--- src/rtl/exp7_detector_jogada.sv ---
// rtl/exp7_detector_jogada.sv - button synchronizer, debouncer and one-hot play detector
//
// Optional build macro: JOGADA_INVALIDA_EN adds the jogada_invalida port.
//
// Ports:
//   clock           system clock, single domain
//   reset           synchronous, active-high reset
//   botoes          raw asynchronous button levels, 1 = pressed
//   habilita        1 = a new play may be accepted
//   jogada_feita    one-cycle pulse when a valid play is accepted
//   jogada          one-hot code of the last accepted play, held until the next one
//   db_estado       current FSM state code, for debug
//   jogada_invalida (JOGADA_INVALIDA_EN only) one-cycle pulse on a rejected multi-button press

module exp7_detector_jogada #(
   parameter int N_BOTOES        = 4,
   parameter int DEBOUNCE_CYCLES = 4
) (
   input  logic                clock,
   input  logic                reset,
   input  logic [N_BOTOES-1:0] botoes,
   input  logic                habilita,
   output logic                jogada_feita,
   output logic [N_BOTOES-1:0] jogada,
   output logic [2:0]          db_estado
`ifdef JOGADA_INVALIDA_EN
   ,
   output logic                jogada_invalida
`endif
);

   localparam int CW = (DEBOUNCE_CYCLES > 2) ? $clog2(DEBOUNCE_CYCLES) : 1;
   localparam logic [CW-1:0] CNT_MAX = CW'(DEBOUNCE_CYCLES - 1);

   typedef enum logic [2:0] {
      OCIOSO         = 3'd0,
      DEBOUNCE_PRESS = 3'd1,
      VALIDA         = 3'd2,
      REJEITA        = 3'd3,
      ESPERA_SOLTAR  = 3'd4,
      DEBOUNCE_SOLTA = 3'd5
   } estado_t;

   estado_t             estado;
   estado_t             proximo;
   logic [N_BOTOES-1:0] sync1;
   logic [N_BOTOES-1:0] sync2;
   logic [N_BOTOES-1:0] padrao;
   logic [N_BOTOES-1:0] padrao_next;
   logic [N_BOTOES-1:0] jogada_next;
   logic [CW-1:0]       cnt;
   logic [CW-1:0]       cnt_next;

   function automatic logic is_onehot(input logic [N_BOTOES-1:0] v);
      return (v != '0) && ((v & (v - N_BOTOES'(1))) == '0);
   endfunction

   always_ff @(posedge clock) begin
      if (reset) begin
         sync1  <= '0;
         sync2  <= '0;
         estado <= OCIOSO;
         padrao <= '0;
         cnt    <= '0;
         jogada <= '0;
      end else begin
         sync1  <= botoes;
         sync2  <= sync1;
         estado <= proximo;
         padrao <= padrao_next;
         cnt    <= cnt_next;
         jogada <= jogada_next;
      end
   end

   always_comb begin
      proximo     = estado;
      padrao_next = padrao;
      cnt_next    = cnt;
      jogada_next = jogada;
      case (estado)
         OCIOSO: begin
            if (habilita && (sync2 != '0)) begin
               proximo     = DEBOUNCE_PRESS;
               padrao_next = sync2;
               cnt_next    = '0;
            end
         end
         DEBOUNCE_PRESS: begin
            if (!habilita) begin
               // Aborted play: the button must be released before a new one counts.
               proximo = ESPERA_SOLTAR;
            end else if (sync2 != padrao) begin
               if (sync2 == '0) begin
                  proximo = OCIOSO;
               end else begin
                  padrao_next = sync2;
                  cnt_next    = '0;
               end
            end else if (cnt == CNT_MAX) begin
               if (is_onehot(padrao)) begin
                  proximo     = VALIDA;
                  // Load on entry so jogada is already valid while the pulse is high.
                  jogada_next = padrao;
               end else begin
                  proximo = REJEITA;
               end
            end else begin
               cnt_next = cnt + CW'(1);
            end
         end
         VALIDA: begin
            proximo = ESPERA_SOLTAR;
         end
         REJEITA: begin
            proximo = ESPERA_SOLTAR;
         end
         ESPERA_SOLTAR: begin
            if (sync2 == '0) begin
               proximo  = DEBOUNCE_SOLTA;
               cnt_next = '0;
            end
         end
         DEBOUNCE_SOLTA: begin
            if (sync2 != '0) begin
               proximo = ESPERA_SOLTAR;
            end else if (cnt == CNT_MAX) begin
               proximo = OCIOSO;
            end else begin
               cnt_next = cnt + CW'(1);
            end
         end
         default: begin
            proximo = OCIOSO;
         end
      endcase
   end

   assign jogada_feita = (estado == VALIDA);
   assign db_estado    = estado;

`ifdef JOGADA_INVALIDA_EN
   assign jogada_invalida = (estado == REJEITA);
`endif

endmodule
--- config.mk ---
export PLATFORM = sky130hd
export DESIGN_NAME = exp7_detector_jogada
export DESIGN_NICKNAME = d
export VERILOG_FILES = /design/src/rtl/exp7_detector_jogada.sv
export SDC_FILE = /design/constraint.sdc
export NUM_CORES = 1
export LEC_CHECK = 0
export BUFFER_PORTS_ARGS = -buffer_cell sky130_fd_sc_hd__buf_4
export CORE_UTILIZATION = 50
export DETAILED_ROUTE_END_ITERATION = 16
export PLACE_DENSITY_LB_ADDON = 0.2
export SETUP_SLACK_MARGIN = 0.3
export SYNTH_ARGS = -nofsm -noshare
export SYNTH_HDL_FRONTEND = slang
export SYNTH_SLANG_ARGS = --single-unit
--- constraint.sdc ---
create_clock -name clock -period 1.95 [get_ports clock]
set_input_delay 0.195 -clock clock [delete_from_list [all_inputs] [get_ports clock]]
set_output_delay 0.195 -clock clock [all_outputs]
set_load 0.005 [all_outputs]
== Word level (Yosys, flattened, before mapping) ==
Index checks and enable logic that the tools add are counted.

* Mux-type cells: 23
* Reductions and logical operators: 14
* Bitwise operators: 2
* Equality and inequality tests: 17
* $add $sub $neg: 2

{| class="wikitable"
|+ Operators with widths
! kind !! number
|-
| $mux W3 || 8
|-
| $mux W4 || 4
|-
| $pmux W3 S5 || 1
|-
| $reduce_and A5 Y1 || 3
|-
| $mux W2 || 7
|-
| $ne A2 B2 Y1 const B || 6
|-
| $reduce_bool A4 Y1 || 3
|-
| $logic_not A4 Y1 || 2
|-
| $ne A4 B4 Y1 const B || 2
|-
| $pmux W2 S4 || 1
|-
| $pmux W4 S2 || 1
|-
| $eq A3 B2 Y1 const B || 2
|-
| $eq A3 B3 Y1 const B || 2
|-
| $ne A3 B3 Y1 const B || 2
|-
| $reduce_and A6 Y1 || 1
|-
| $and A4 B4 Y4 || 1
|-
| $ne A4 B4 Y1 || 1
|-
| $sub A4 B1 Y4 const B || 1
|-
| $eq A3 B1 Y1 const B || 1
|-
| $logic_not A3 Y1 || 1
|-
| $add A2 B1 Y2 const B || 1
|-
| $eq A2 B2 Y1 const B || 1
|-
| $logic_and A1 B1 Y1 || 2
|-
| $reduce_bool A2 Y1 || 1
|-
| other kinds (3) || 3
|}

* Input bits: 7
* Register bits after elaboration: 21
* Logic and storage cells: 64

== Logic depth before layout (Yosys ltp) ==
* Depth in word-level cells: 9
* Depth in mapped cells: 6
* Gate-level depth less buffers: 5

== Least setup slack after synthesis ==
No wires, ideal clock.

* Kind: register to register
* Start point: register padrao[1]
* End point: register estado[0], in the netlist db_estado[0]
* Library setup time: 0.133 ns
* Clock period less this slack: 1.721 ns
* Required time: 1.817 ns
* Path slack: 0.229 ns
* Arrival time: 1.588 ns
* Cell stages (with the launch flop): 6
* Path through: dfxtp_1 xor2_1 nor4_4 mux2_1 a31oi_1 a211oi_2

* Longest elaborated chain between the ends: 9

{| class="wikitable"
|+ Ends and longest elaborated chain
! element !! line !! source
|-
| start: declaration || 48 || <nowiki>logic [N_BOTOES-1:0] padrao;</nowiki>
|-
| start signal: assignment || 70 || <nowiki>padrao <= padrao_next;</nowiki>
|-
| $sub A4 B1 Y4 || 55 || <nowiki>return (v != '0) && ((v & (v - N_BOTOES'(1))) == '0);</nowiki>
|-
| $and A4 B4 Y4 || 55 ||
|-
| $logic_not A4 Y1 || 55 ||
|-
| $logic_and A1 B1 Y1 || 55 ||
|-
| $mux W1 || 101 || <nowiki>if (is_onehot(padrao)) begin</nowiki>
|-
| $mux W3 || 100 || <nowiki>end else if (cnt == CNT_MAX) begin</nowiki>
|-
| $mux W3 || 93 || <nowiki>end else if (sync2 != padrao) begin</nowiki>
|-
| $mux W3 || 90 || <nowiki>if (!habilita) begin</nowiki>
|-
| $pmux W3 S5 || 81 || <nowiki>case (estado)</nowiki>
|-
| end signal: assignment || 69 || <nowiki>estado <= proximo;</nowiki>
|-
| end: declaration || 44 || <nowiki>estado_t estado;</nowiki>
|}

Several ways; a longest one is shown, not always the timed one. The select of a mux whose other input is x is not followed.
A chain may end at the register's enable or synchronous reset.

== Worst setup path after layout ==
* Start point: register sync2[2]
* End point: register estado[0], in the netlist db_estado[0]

* Longest elaborated chain between the ends: 4

{| class="wikitable"
|+ Ends and longest elaborated chain
! element !! line !! source
|-
| start: declaration || 47 || <nowiki>logic [N_BOTOES-1:0] sync2;</nowiki>
|-
| start signal: assignment || 68 || <nowiki>sync2 <= sync1;</nowiki>
|-
| $ne A4 B4 Y1 / $reduce_bool A4 Y1 (equally long branches) || 93, 83, 125 ||
|-
| $mux W3 / $logic_and A1 B1 Y1 (equally long branches) || 93, 83 ||
|-
| $mux W3 / $ne A2 B2 Y1 (equally long branches) || n/a ||
|-
| $pmux W3 S5 / $reduce_and A5 Y1 (equally long branches) || n/a ||
|}

Several ways; a longest one is shown, not always the timed one.

==> results.py <==
metrics = {
    "worst_setup_path": {
        "cp-end-kind": "flip-flop",
        "cp_data_required_time_ns": 2.14,
        "max_stage_delay_ns": 0.37,
        "r2r_start": "sync2[2]$_SDFF_PP0_",
        "critPathLaunchType": "flip-flop",
        "r2r_cells": 6,
        "r2r_slack_ns": 0.22,
        "path_class": "flip-flop to flip-flop",
        "cp_max_fo": 5,
        "arrival_ns": 1.92,
        "cp_slowest_cell": "dfxtp_2",
        "worstSetupEndpoint": "db_estado[0]$_SDFFE_PP0P_",
        "r2r-end": "db_estado[0]$_SDFFE_PP0P_",
        "crit_start": "sync2[2]$_SDFF_PP0_",
        "crit_chain": "xor2_2 -> nor4_4 -> buf_4 -> mux2_4 -> a31oi_4 -> a211oi_2",
    },
    "clock_network": {
        "cts_tree": "built",
        "cts-root-buf": "clkbuf_4",
        "cts_hold_buf": 0,
        "cts_buffer_depth": 2,
        "clk_latency_ns": 0.30,
        "path_clk_slew_ns": 0.11,
        "htreeDepth": 1,
        "cts_buffers": 3,
        "numClockSinks": 21,
    },
    "die": {
        "dieArea_um2": 2122,
        "core_um2": 1764,
        "die_w_um": 46.07,
        "row_count": 15,
        "io_pins": 15,
        "die_h_um": 46.07,
        "start_util": 0.5504,
    },
    "timing": {
        "clock_skew_ns": 0.004330,
        "fin_crit_sh": 0.8878,
        "hold_viol": 0,
        "rsz0062_at_grt": "true",
        "finalSetupViolCount": 0,
        "final_max_slew_viol_count": 0,
        "fmax_mhz": 577.6,
        "setup_tns_ns": 0,
        "worst_pin_slew_ns": 0.3528,
        "fin_crit_ns": 1.731,
        "max_slew_margin": 0.7645,
    },
    "detailed_routing": {
        "highest_layer": "met4",
        "wl_per_cell_um": 14.35,
        "route.met3.wl_um": 92,
        "dr.pass1.iters": 4,
        "detail-route-antenna-nets": 0,
        "viasPerCell": 5.552,
        "wirelength_um": 2210,
        "vias": 855,
        "wl_met1_um": 965,
        "drt_iter0_markers": 20,
        "met2_length_um": 1117,
        "drc": 0,
    },
    "global_route": {
        "antenna_found_initial": 0,
        "grtUsageTotal": 0.2455,
        "globalRouteOverflowTotal": 0,
        "grt_max_degree": 24,
        "grt_pass1_wl_um": 3636,
        "grt_pass1_vias": 809,
    },
    "synthesis": {
        "syn_area_um2": 970.9,
        "synth_top_family_by_area": "simple AND/OR/NAND/NOR gates",
        "syn_area_per_cell_um2": 9.427,
        "synth-compound-area-share": 0.1482,
        "synthCells": 103,
        "synth_ff_type": "dfxtp_1",
        "synth_cell_types": 32,
        "synth_warnings": 0,
        "synth-seq-cells": 21,
        "synthArstFlopShare": 0,
        "synth_mux_area_frac": 0.1044,
        "synthXorXnorAreaFrac": 0.04510,
        "syn_nets": 110,
        "synth_fa_ha_area_frac": 0,
        "synth_edf_count": 0,
        "synth_seq_area_share": 0.4330,
        "synth-simple-area-share": 0.2461,
    },
    "layout": {
        "drive_gt1_frac": 0.4186,
        "area_growth_pct": 36.60,
        "fin_area_um2": 1326,
        "nFillCells": 140,
        "diodes": 0,
        "nNetsFinal": 137,
    },
    "pwr": {
        "peakVddDrop_mv": 0.4388,
        "leakagePower_nw": 0.5609,
        "p_per_area_nw_per_um2": 629.7,
    },
    "placed_design": {
        "place_area_um2": 1134,
        "place.gp.congestion": 0.8026,
        "hpwl_um": 1374,
        "port_buffers": 14,
    },
    "flow_run": {
        "maxCapViolCount": 0,
    },
    "worst_hold_path": {
        "min_path_type": "input pin to flip-flop",
    },
    "outcome": {
        "status": "finished clean",
    },
}
## flip-flops by register name (all words and copies together), names as in the netlist
name       flops
padrao         4
cnt            2
sync2          4
db_estado      3
sync1          4
jogada         4
## critical path, delay by kind of cell, from the launching register on
| family | cells | cell delay, ns |
|---|---|---|
| mux | 1 | 0.32 |
| compound gates | 2 | 0.27 |
| flops | 1 | 0.37 |
| simple gates | 1 | 0.29 |
| xor+xnor | 1 | 0.19 |
| buf+inv | 1 | 0.19 |
## routing by layer
metal	vias up	track usage
li1	416	-
met1	405	0.2701
met2	30	0.4394
met3	4	0.06275
met4	0	0.1059
met5	-	0
## cell usage in the layout (no fill, tap or decap), types with 4 or more instances in the layout
master	count
buf_4	27
dfxtp_1	13
nor2_1	12
mux2i_1	9
nor2b_1	9
dfxtp_2	5
xor2_2	4
nand2_1	4
## cells by family (layout without fill, tap and decap cells)
| kind of cell | Yosys count | count (layout) |
|---|---|---|
| DFF | 21 | 21 |
| and+or+nand+nor | 41 | 41 |
| xor gates and xnor gates | 5 | 5 |
| AOI/OAI and AO/OA | 20 | 20 |
| buffers and inverters | 6 | 32 |
| muxes | 10 | 10 |
## through the flow
stage / setup slack, ns / instances / utilization / power [mW] / hold WS [ns]
6_report: 0.2187 / 154 / 0.7518 / 0.8351 / 0.1024
3_3_place_gp: 0.1950 / 142 / 0.6426 / 0.5959 / 0.4063
4_1_cts: 0.2680 / 153 / 0.7291 / 0.8328 / 0.09467
5_1_grt: 0.1374 / 154 / 0.7518 / 0.8821 / 0.1041
3_5_place_dp: 0.1205 / 142 / 0.6426 / 0.6000 / 0.4121
2_1_floorplan: 0.2899 / 103 / - / 0.5554 / 0.3232
## worst min-delay path by stage
stage | from | endpoint | slack [ns] | depth (start not counted)
after detailed placement | botoes[1] | sync1[1]$_SDFF_PP0_ | 0.41 | 2
after CTS | botoes[1] | sync1[1]$_SDFF_PP0_ | 0.09 | 2
after floorplan | botoes[0] | sync1[0]$_SDFF_PP0_ | 0.32 | 1
final | botoes[2] | sync1[2]$_SDFF_PP0_ | 0.10 | 2
after global routing | botoes[1] | sync1[1]$_SDFF_PP0_ | 0.10 | 2
after global placement | botoes[2] | sync1[2]$_SDFF_PP0_ | 0.41 | 2
## cells in the mapped netlist (2+ instances only)
cell type,instances,area share
dfxtp_1,21,0.43
nor2_1,12,0.046
mux2i_1,9,0.093
nor2b_1,9,0.058
clkbuf_1,5,0.019
nand2_1,4,0.015
nor3_1,4,0.021
o21ai_0,4,0.021
xor2_1,4,0.036
a211oi_1,3,0.023
a31oi_1,3,0.019
nand2b_1,3,0.019
a211oi_2,2,0.026
a21o_1,2,0.015
## what timing repair did
item,4_1_cts,5_1_grt
pin swaps,4,1
setup buffers,7,1
endpoints found under the setup margin,9,12
resized for setup,21,5
## layout make-up
cell class	count	area, um2	area share
inverter	1	3.754	0.002830
tap	25	31.28	0.02358
timing repair buffer	27	202.7	0.1528
multi-input combinational	76	624.3	0.4708
clock buffer	4	26.28	0.01981
sequential	21	437.9	0.3302
## report_power, final
group	total, mW	internal [mW]	switching, mW
logic	0.183	0.0936	0.0895
clock network	0.199	0.0797	0.119
registers	0.453	0.440	0.0136
(Power assumes the default switching activity.)
